<file path="src/rtl/router_pkg.sv">
// Shared types and constants for the router packet transmitter.
// Optional parity-corruption feature is enabled by ROUTER_TX_ERR_INJ_EN.
package router_pkg;

   typedef enum logic [2:0] {
      ST_IDLE,
      ST_HEADER,
      ST_PAYLOAD,
      ST_PARITY,
      ST_GAP
   } tx_state_t;

   localparam int ADDR_W = 2;
   localparam int LEN_W = 6;
   localparam int MAX_LEN = 63;
   localparam int BUF_DEPTH = MAX_LEN + 1;
   localparam logic [ADDR_W-1:0] ADDR_ILLEGAL = 2'b11;

endpackage

</file>
<file path="src/rtl/router_tx_buf.sv">
// 64x8 payload buffer: one synchronous write port, one synchronous read port.
module router_tx_buf
   import router_pkg::*;
(
   input  logic               clk,
   input  logic               wr_en,
   input  logic [LEN_W-1:0]   wr_addr,
   input  logic [7:0]         wr_data,
   input  logic               rd_en,
   input  logic [LEN_W-1:0]   rd_addr,
   output logic [7:0]         rd_data
);

   logic [7:0] mem [BUF_DEPTH];

   // NOTE: the memory and its read register have no reset; contents must survive resetn.
   always_ff @(posedge clk) begin
      if (wr_en)
         mem[wr_addr] <= wr_data;
      if (rd_en)
         rd_data <= mem[rd_addr];
   end

endmodule

</file>
<file path="src/rtl/router_pkt_tx.sv">
// Router source-side packet transmitter: header, buffered payload, XOR parity, gap.
// Define ROUTER_TX_ERR_INJ_EN to add the err_inj port that inverts the parity byte.
module router_pkt_tx
   import router_pkg::*;
(
   input  logic               clk,
   input  logic               resetn,
   input  logic               wr_en,
   input  logic [LEN_W-1:0]   wr_addr,
   input  logic [7:0]         wr_data,
   input  logic               start,
   input  logic [ADDR_W-1:0]  dest_addr,
   input  logic [LEN_W-1:0]   pl_len,
`ifdef ROUTER_TX_ERR_INJ_EN
   input  logic               err_inj,
`endif
   input  logic               busy,
   output logic               pkt_valid,
   output logic [7:0]         data_out,
   output logic               tx_busy,
   output logic               tx_done,
   output logic               start_err
);

   tx_state_t          state_q, state_n;
   logic [7:0]         data_q, data_n;
   logic               valid_q, valid_n;
   logic [7:0]         acc_q, acc_n;
   logic [LEN_W-1:0]   rem_q, rem_n;
   logic [LEN_W-1:0]   rd_ptr_q, rd_ptr_n;
   logic               start_err_q, start_err_n;
   logic               rd_en;
   logic [LEN_W-1:0]   rd_addr;
   logic [7:0]         rd_data;
   logic [7:0]         par_mask;
   logic [7:0]         hdr_byte;
   logic [7:0]         acc_pl;
   logic               consume;

`ifdef ROUTER_TX_ERR_INJ_EN
   logic inj_q;

   always_ff @(posedge clk) begin
      if (!resetn)
         inj_q <= 1'b0;
      else if (state_q == ST_IDLE && start && dest_addr != ADDR_ILLEGAL)
         inj_q <= err_inj;
   end

   assign par_mask = {8{inj_q}};
`else
   assign par_mask = 8'h00;
`endif

   assign consume  = !busy;
   assign hdr_byte = {pl_len, dest_addr};
   assign acc_pl   = acc_q ^ data_q;

   router_tx_buf u_buf (
      .clk     (clk),
      .wr_en   (wr_en && (state_q == ST_IDLE)),
      .wr_addr (wr_addr),
      .wr_data (wr_data),
      .rd_en   (rd_en),
      .rd_addr (rd_addr),
      .rd_data (rd_data)
   );

   // NOTE: state and datapath registers use non-blocking assignments only.
   always_ff @(posedge clk) begin
      if (!resetn) begin
         state_q     <= ST_IDLE;
         data_q      <= 8'h00;
         valid_q     <= 1'b0;
         acc_q       <= 8'h00;
         rem_q       <= '0;
         rd_ptr_q    <= '0;
         start_err_q <= 1'b0;
      end else begin
         state_q     <= state_n;
         data_q      <= data_n;
         valid_q     <= valid_n;
         acc_q       <= acc_n;
         rem_q       <= rem_n;
         rd_ptr_q    <= rd_ptr_n;
         start_err_q <= start_err_n;
      end
   end

   // NOTE: every combinational output gets a default first so no latch is inferred.
   always_comb begin
      state_n     = state_q;
      data_n      = data_q;
      valid_n     = valid_q;
      acc_n       = acc_q;
      rem_n       = rem_q;
      rd_ptr_n    = rd_ptr_q;
      start_err_n = 1'b0;
      rd_en       = 1'b0;
      rd_addr     = rd_ptr_q + 6'd1;

      case (state_q)
         ST_IDLE: begin
            // Keep buf[0] prefetched so the first payload byte follows the header directly.
            rd_en    = 1'b1;
            rd_addr  = '0;
            rd_ptr_n = '0;
            if (start) begin
               if (dest_addr == ADDR_ILLEGAL) begin
                  start_err_n = 1'b1;
               end else begin
                  state_n = ST_HEADER;
                  data_n  = hdr_byte;
                  valid_n = 1'b1;
                  acc_n   = hdr_byte;
                  rem_n   = pl_len;
               end
            end
         end
         ST_HEADER: begin
            if (consume) begin
               if (rem_q == '0) begin
                  state_n = ST_PARITY;
                  data_n  = acc_q ^ par_mask;
                  valid_n = 1'b0;
               end else begin
                  state_n  = ST_PAYLOAD;
                  data_n   = rd_data;
                  rd_en    = 1'b1;
                  rd_ptr_n = rd_ptr_q + 6'd1;
               end
            end
         end
         ST_PAYLOAD: begin
            if (consume) begin
               acc_n = acc_pl;
               if (rem_q == 6'd1) begin
                  state_n = ST_PARITY;
                  data_n  = acc_pl ^ par_mask;
                  valid_n = 1'b0;
               end else begin
                  data_n   = rd_data;
                  rd_en    = 1'b1;
                  rd_ptr_n = rd_ptr_q + 6'd1;
                  rem_n    = rem_q - 6'd1;
               end
            end
         end
         ST_PARITY: begin
            if (consume)
               state_n = ST_GAP;
         end
         ST_GAP: begin
            state_n = ST_IDLE;
            data_n  = 8'h00;
         end
         default: begin
            state_n = ST_IDLE;
            valid_n = 1'b0;
            data_n  = 8'h00;
         end
      endcase
   end

   assign pkt_valid = valid_q;
   assign data_out  = data_q;
   assign tx_busy   = (state_q != ST_IDLE);
   assign tx_done   = (state_q == ST_GAP);
   assign start_err = start_err_q;

endmodule

</file>
<file path="config.mk">
export PLATFORM = sky130hd
export DESIGN_NAME = router_pkt_tx
export DESIGN_NICKNAME = d
export VERILOG_FILES = /design/src/rtl/router_pkg.sv /design/src/rtl/router_tx_buf.sv /design/src/rtl/router_pkt_tx.sv
export SDC_FILE = /design/constraint.sdc
export NUM_CORES = 1
export LEC_CHECK = 0
export CORE_MARGIN = 5
export CORE_UTILIZATION = 50
export DETAILED_ROUTE_END_ITERATION = 16
export PLACE_DENSITY = 0.66
export SETUP_SLACK_MARGIN = 0.5
export SKIP_CTS_REPAIR_TIMING = 1
export SYNTH_ARGS = -nofsm -noshare
export SYNTH_HDL_FRONTEND = slang
export SYNTH_SLANG_ARGS = --single-unit
</file>
<file path="constraint.sdc">
create_clock -name clk -period 2.8 [get_ports clk]
set_clock_uncertainty 0.1 [all_clocks]
set_input_delay 0.28 -clock clk [delete_from_list [all_inputs] [get_ports clk]]
set_output_delay 0.28 -clock clk [all_outputs]
set_load 0.03 [all_outputs]
</file>
* Yosys cells after proc, flatten, opt, wreduce, memory -nomap -nowiden *
Memory sizes are Yosys's and may differ from the RTL's. A register that Yosys moved wholly into a read port is not among the register bits.
Cells that the tools add are included.

word-level totals
  bits in registers = 33
  memories = 1
  bits of input ports = 27
  memory bits (writable) = 512
  word-level logic and storage cells = 85

memory list
  name       words  bits a word  rd ports  clocked after memory_dff  wr ports  line                 text
  u_buf.mem  64     8            1         1                         1         router_tx_buf.sv:14  logic [7:0] mem [BUF_DEPTH];

operators by class
  equality and inequality tests = 15
  mux-type cells = 43
  bitwise logic cells = 3
  add/sub/neg operators = 2
  reduce and logical (&&, ||, !) cells = 14

operator list
  kind                                              count
  two-way mux 8 bit                                 7
  two-way mux 6 bit                                 9
  one-hot mux 8 bit (4 select lines)                1
  two-way mux 3 bit                                 6
  inequality test 2 bit, second input constant      9
  one-hot mux 6 bit (3 select lines)                1
  one-hot mux 8 bit (2 select lines)                1
  AND reduction 5 bit                               3
  two-way mux 1 bit                                 14
  one-hot mux 3 bit (4 select lines)                1
  one-hot mux 6 bit (2 select lines)                1
  bitwise XOR 8 bit                                 1
  AND reduction 7 bit                               1
  adder 6 x 1 -> 6 bit, second input constant       1
  == test 3 x 2 -> 1 bit, second input constant     2
  == test 6 x 1 -> 1 bit, second input constant     1
  logical NOT 6 bit                                 1
  AND reduction 6 bit                               1
  nonzero test 3 bit                                2
  subtractor 6 x 1 -> 6 bit, second input constant  1
  one-hot mux 1 bit (4 select lines)                1
  AND reduction 4 bit                               1
  == test 3 x 1 -> 1 bit, second input constant     1
  == test 3 bit, second input constant              1
  other kinds (8)                                   9

* Depth between registers and ports, before layout *
  depth in word-level cells = 4
  gate-level depth with buffers = 12
  depth with buffers taken out = 8

* Hierarchy *
A second synthesis with hierarchy kept.

second synthesis, totals
  cell total of the unflattened synthesis = 1223
  area, all modules = 22475.3 µm²

by module, submodules not included
  module         times used  area each (µm²)  cells each
  router_tx_buf  1           20246.9          940
  router_pkt_tx  1           2228.4           283

* Worst setup path before layout *
Ideal clock, no wire load.

  path kind = flip-flop to flip-flop
  from = register state_q[1]
  to = memory u_buf.mem[40][0], enable pin
  path slack = 222 ps
  arrival = 2108 ps
  path buffers = 3
  period minus slack after synthesis = 2578 ps
  cell stages (with the launch flop) = 9
  path through = dfxtp_1 -> buf_6 -> nor3_4 -> inv_2 -> clkbuf_1 -> clkbuf_1 -> nor2_1 -> nand2_1 -> nor2_1

on the way
  word-level cells in the longest chain between the ends = 4

ends and longest elaborated chain
  element                                  line                 text
  start: declaration                       router_pkt_tx.sv:25  tx_state_t state_q, state_n;
  start signal: assignment                 router_pkt_tx.sv:80  state_q <= state_n;
  logical NOT 3 bit                        router_pkt_tx.sv:61  .wr_en (wr_en && (state_q == ST_IDLE)),
  logical AND 1 bit                        router_pkt_tx.sv:61
  two-way mux 1 bit                        router_tx_buf.sv:18  if (wr_en)
  two-way mux 1 bit (not written as such)  router_tx_buf.sv:19  mem[wr_addr] <= wr_data;
  end: declaration                         router_tx_buf.sv:14

No other way between the ends.

* Worst setup path in the final report *
  from = register rd_ptr_q[0]
  to = register u_buf.rd_data[7] (read register of u_buf.mem), data pin

on the way
  word-level cells in the longest chain between the ends = 2

ends and longest elaborated chain
  element                   line                  text
  start: declaration        router_pkt_tx.sv:30   logic [LEN_W-1:0] rd_ptr_q, rd_ptr_n;
  start signal: assignment  router_pkt_tx.sv:85   rd_ptr_q <= rd_ptr_n;
  adder 6 x 1 -> 6 bit      router_pkt_tx.sv:100  rd_addr = rd_ptr_q + 6'd1;
  two-way mux 6 bit         router_pkt_tx.sv:102  case (state_q)
  end: declaration          router_tx_buf.sv:11   output logic [7:0] rd_data

No other way between the ends.
A chain may end at the register's enable or synchronous reset.

==> flow_metrics.tcl <==
set metrics [dict create \
    area_delta_synth_final_pct 22.0 \
    clock_sinks 553 \
    rsz0062_at_grt "yes" \
    avgSynthCellArea_um2 15.0 \
    drive_gt1_share_pct 26.5 \
    row_count 78 \
    drcViolationCount 0 \
    syn_nets 1562 \
    hold_viol 0 \
    p_clk_share_pct 33.8 \
    portBuffers 38 \
    async_flop_share_pct 0 \
    ys_seq_area_share_pct 70.9 \
    wl_met1_mm 25.7 \
    wl_mm 63.8 \
    grt_pass1_wl_mm 93.6 \
    wl_met2_mm 30.0 \
    worst-endpoint-required_ns 3.06 \
    cp_max_fo 7 \
    final_common_cell "edfxtp_1" \
    slew_headroom_pct 21.8 \
    diodes 0 \
    die_w_um 224 \
    grt_util_all_layers_pct 24.7 \
    powerDensity_mw_per_mm2 814 \
    crit_path_start_kind "register" \
    drtAntennaViolNets 0 \
    ys.flop_type "edfxtp_1" \
    drtIter0Drc 1800 \
    synthCells 1531 \
    mostFrequentLayoutCells "edfxtp_1, nand2_1, buf_4" \
    combPwrFrac_pct 24.2 \
    nFillCells 3347 \
    overflow 0 \
    die_y_um 224 \
    period_needed_ns 2.79 \
    path_clk_slew_ns 0.06 \
    synth_edf_count 520 \
    drt-wirelength-per-cell_um 27.0 \
    globalplace.congestion 0.920 \
    clockBufferDepth 3 \
    worst_pin_slew_ns 1.17 \
    postLayoutCoreUtil_pct 61.7 \
    max_freq_mhz 358 \
    crit_arrival_ns 3.06 \
    grt_max_degree 65 \
    worst_ir_drop_vdd_v 0.000573 \
    via_per_inst 6.28 \
    power.total_mw 22.8 \
    wl_met3_mm 5.94 \
    swShare_pct 29.8 \
    core-area_mm2 0.0454 \
    grt_pass1_vias 14400 \
    hp-class "input port to register" \
    routed.top_layer "met5" \
    setup_viol 0 \
    fin_tns_setup_ns 0 \
    outcome "finished clean" \
    hpwl_mm 40.9 \
    antenna_found_initial 1 \
    maxCapViolCount 0 \
    numCtsBuffers 57 \
    firstDrtPassIters 5 \
    hold_slack_ns 0.0475 \
    nNetsFinal 1743 \
    post-route-period-util_pct 99.7 \
    cts_root_buffer "clkbuf_16" \
    cts_tree "yes" \
    switchingPower_mw 6.78 \
    ys_types 78 \
    p_int_mw 16.0 \
    htreeDepth 2 \
    netlist_area_mm2 0.0229 \
    io_pins 39 \
    num_vias 14800 \
    ys_ff_latch 553 \
    initial_core_util_pct 50.6 \
    slew_violations 0 \
    dieArea_mm2 0.0503 \
    endpoint_kind "register" \
    p_seq_share_pct 42.0 \
    insertion_delay_ns 0.63 \
    ys_warn_count 0 \
    criticalPathCategory "register to register" \
    leakage_nw 9.06 \
]
## power groups by stage
stage	logic [mW]	clock network, mW	registers (mW)
6_report	5.51	7.71	9.57
5_1_grt	5.83	8.16	9.58
4_1_cts	4.99	7.81	9.55
3_5_place_dp	4.96	0	9.72
3_3_place_gp	4.89	0	9.72
2_1_floorplan	3.09	0	9.68
## kinds of logic (layout without fill, tap and decap cells)
kind of cell    Yosys count  after routing  share of synthesized area, %
compound gates          322            322                          9.28
xor+xnor                 12             12                         0.556
buf+inv                 107            336                          2.44
simple gates            407            407                          8.43
mux                     126            126                          8.15
flops                   553            553                          70.9
fa+ha+maj                 4              4                         0.218
## registers in the layout (all words and copies together) (netlist names)
signal	flops
pkt_valid	1
start_err	1
rd_ptr_q	6
state_q	3
acc_q	8
data_out	8
rem_q	6
u_buf.mem	512
u_buf.rd_data	8
## worst max-delay path, stage by stage, from the launching register on
cell,delay [ns]
dfxtp_4,0.37
ha_4,0.18
buf_6,0.13
xnor2_4,0.13
nor2_4,0.22
buf_6,0.19
buf_12,0.15
buf_6,0.13
mux4_2,0.35
nand2_1,0.10
and3_1,0.17
a2111oi_2,0.06
a211o_1,0.25
## per-stage QoR
step | setup slack (ns) | std cells | area, um^2
6_report | 0.00813 | 2360 | 28000
5_1_grt | -0.0439 | 2360 | 28000
4_1_cts | -0.345 | 2334 | 27200
3_5_place_dp | -0.298 | 2227 | 25300
3_3_place_gp | -0.289 | 2227 | 25300
2_1_floorplan | 0.346 | 1531 | 23300
## final timing paths
path          startpoint               end  slack [ns]  cells past startpoint
min reg2reg    pkt_valid         pkt_valid        0.44                      2
min           wr_data[1]  u_buf.mem[61][1]        0.05                      1
max          rd_ptr_q[0]  u_buf.rd_data[7]       0.008                     12
max reg2reg  rd_ptr_q[0]  u_buf.rd_data[7]       0.008                     12
## synthesized netlist by cell type, drive strengths merged (5+ instances only)
master | count | area share (%)
nand3b | 7 | 0.23
nor3b | 5 | 0.16
a21oi | 78 | 1.7
and3 | 9 | 0.25
nand2 | 154 | 2.6
nand2b | 13 | 0.35
a221oi | 18 | 0.69
nor3 | 16 | 0.40
nor4 | 9 | 0.30
xnor2 | 6 | 0.33
o221ai | 13 | 0.50
mux2 | 17 | 0.83
o211ai | 16 | 0.52
mux2i | 62 | 2.7
a31oi | 17 | 0.46
buf | 64 | 1.7
o22ai | 12 | 0.33
dfxtp | 33 | 2.9
a2111oi | 5 | 0.22
o21ai | 68 | 1.5
clkbuf | 34 | 0.56
or3 | 10 | 0.27
a311oi | 6 | 0.23
nand3 | 31 | 0.70
xor2 | 6 | 0.23
mux4 | 47 | 4.6
edfxtp | 520 | 68
nor2b | 28 | 0.76
a22oi | 22 | 0.72
inv | 9 | 0.15
nor2 | 109 | 1.9
a211oi | 28 | 0.92
and2 | 5 | 0.14
## layout make-up
cell class              count  area, um^2  area share (%)
clock buffers              62        1450            5.16
repair buffers            220        2160            7.70
multi-input cells         871        6860            24.5
clock inverters            45         465            1.66
inverters                   9        36.3           0.130
flip-flops and latches    553       16300            58.2
well taps                 600         751            2.68
## layer usage
| layer | vias up | GRT usage (%) |
|---|---|---|
| met5 | - | 0 |
| met4 | 2 | 9.23 |
| met3 | 145 | 4.36 |
| met2 | 845 | 38.4 |
| met1 | 7452 | 35.6 |
| li1 | 6380 | - |
Power figures use the tool's default switching activity.
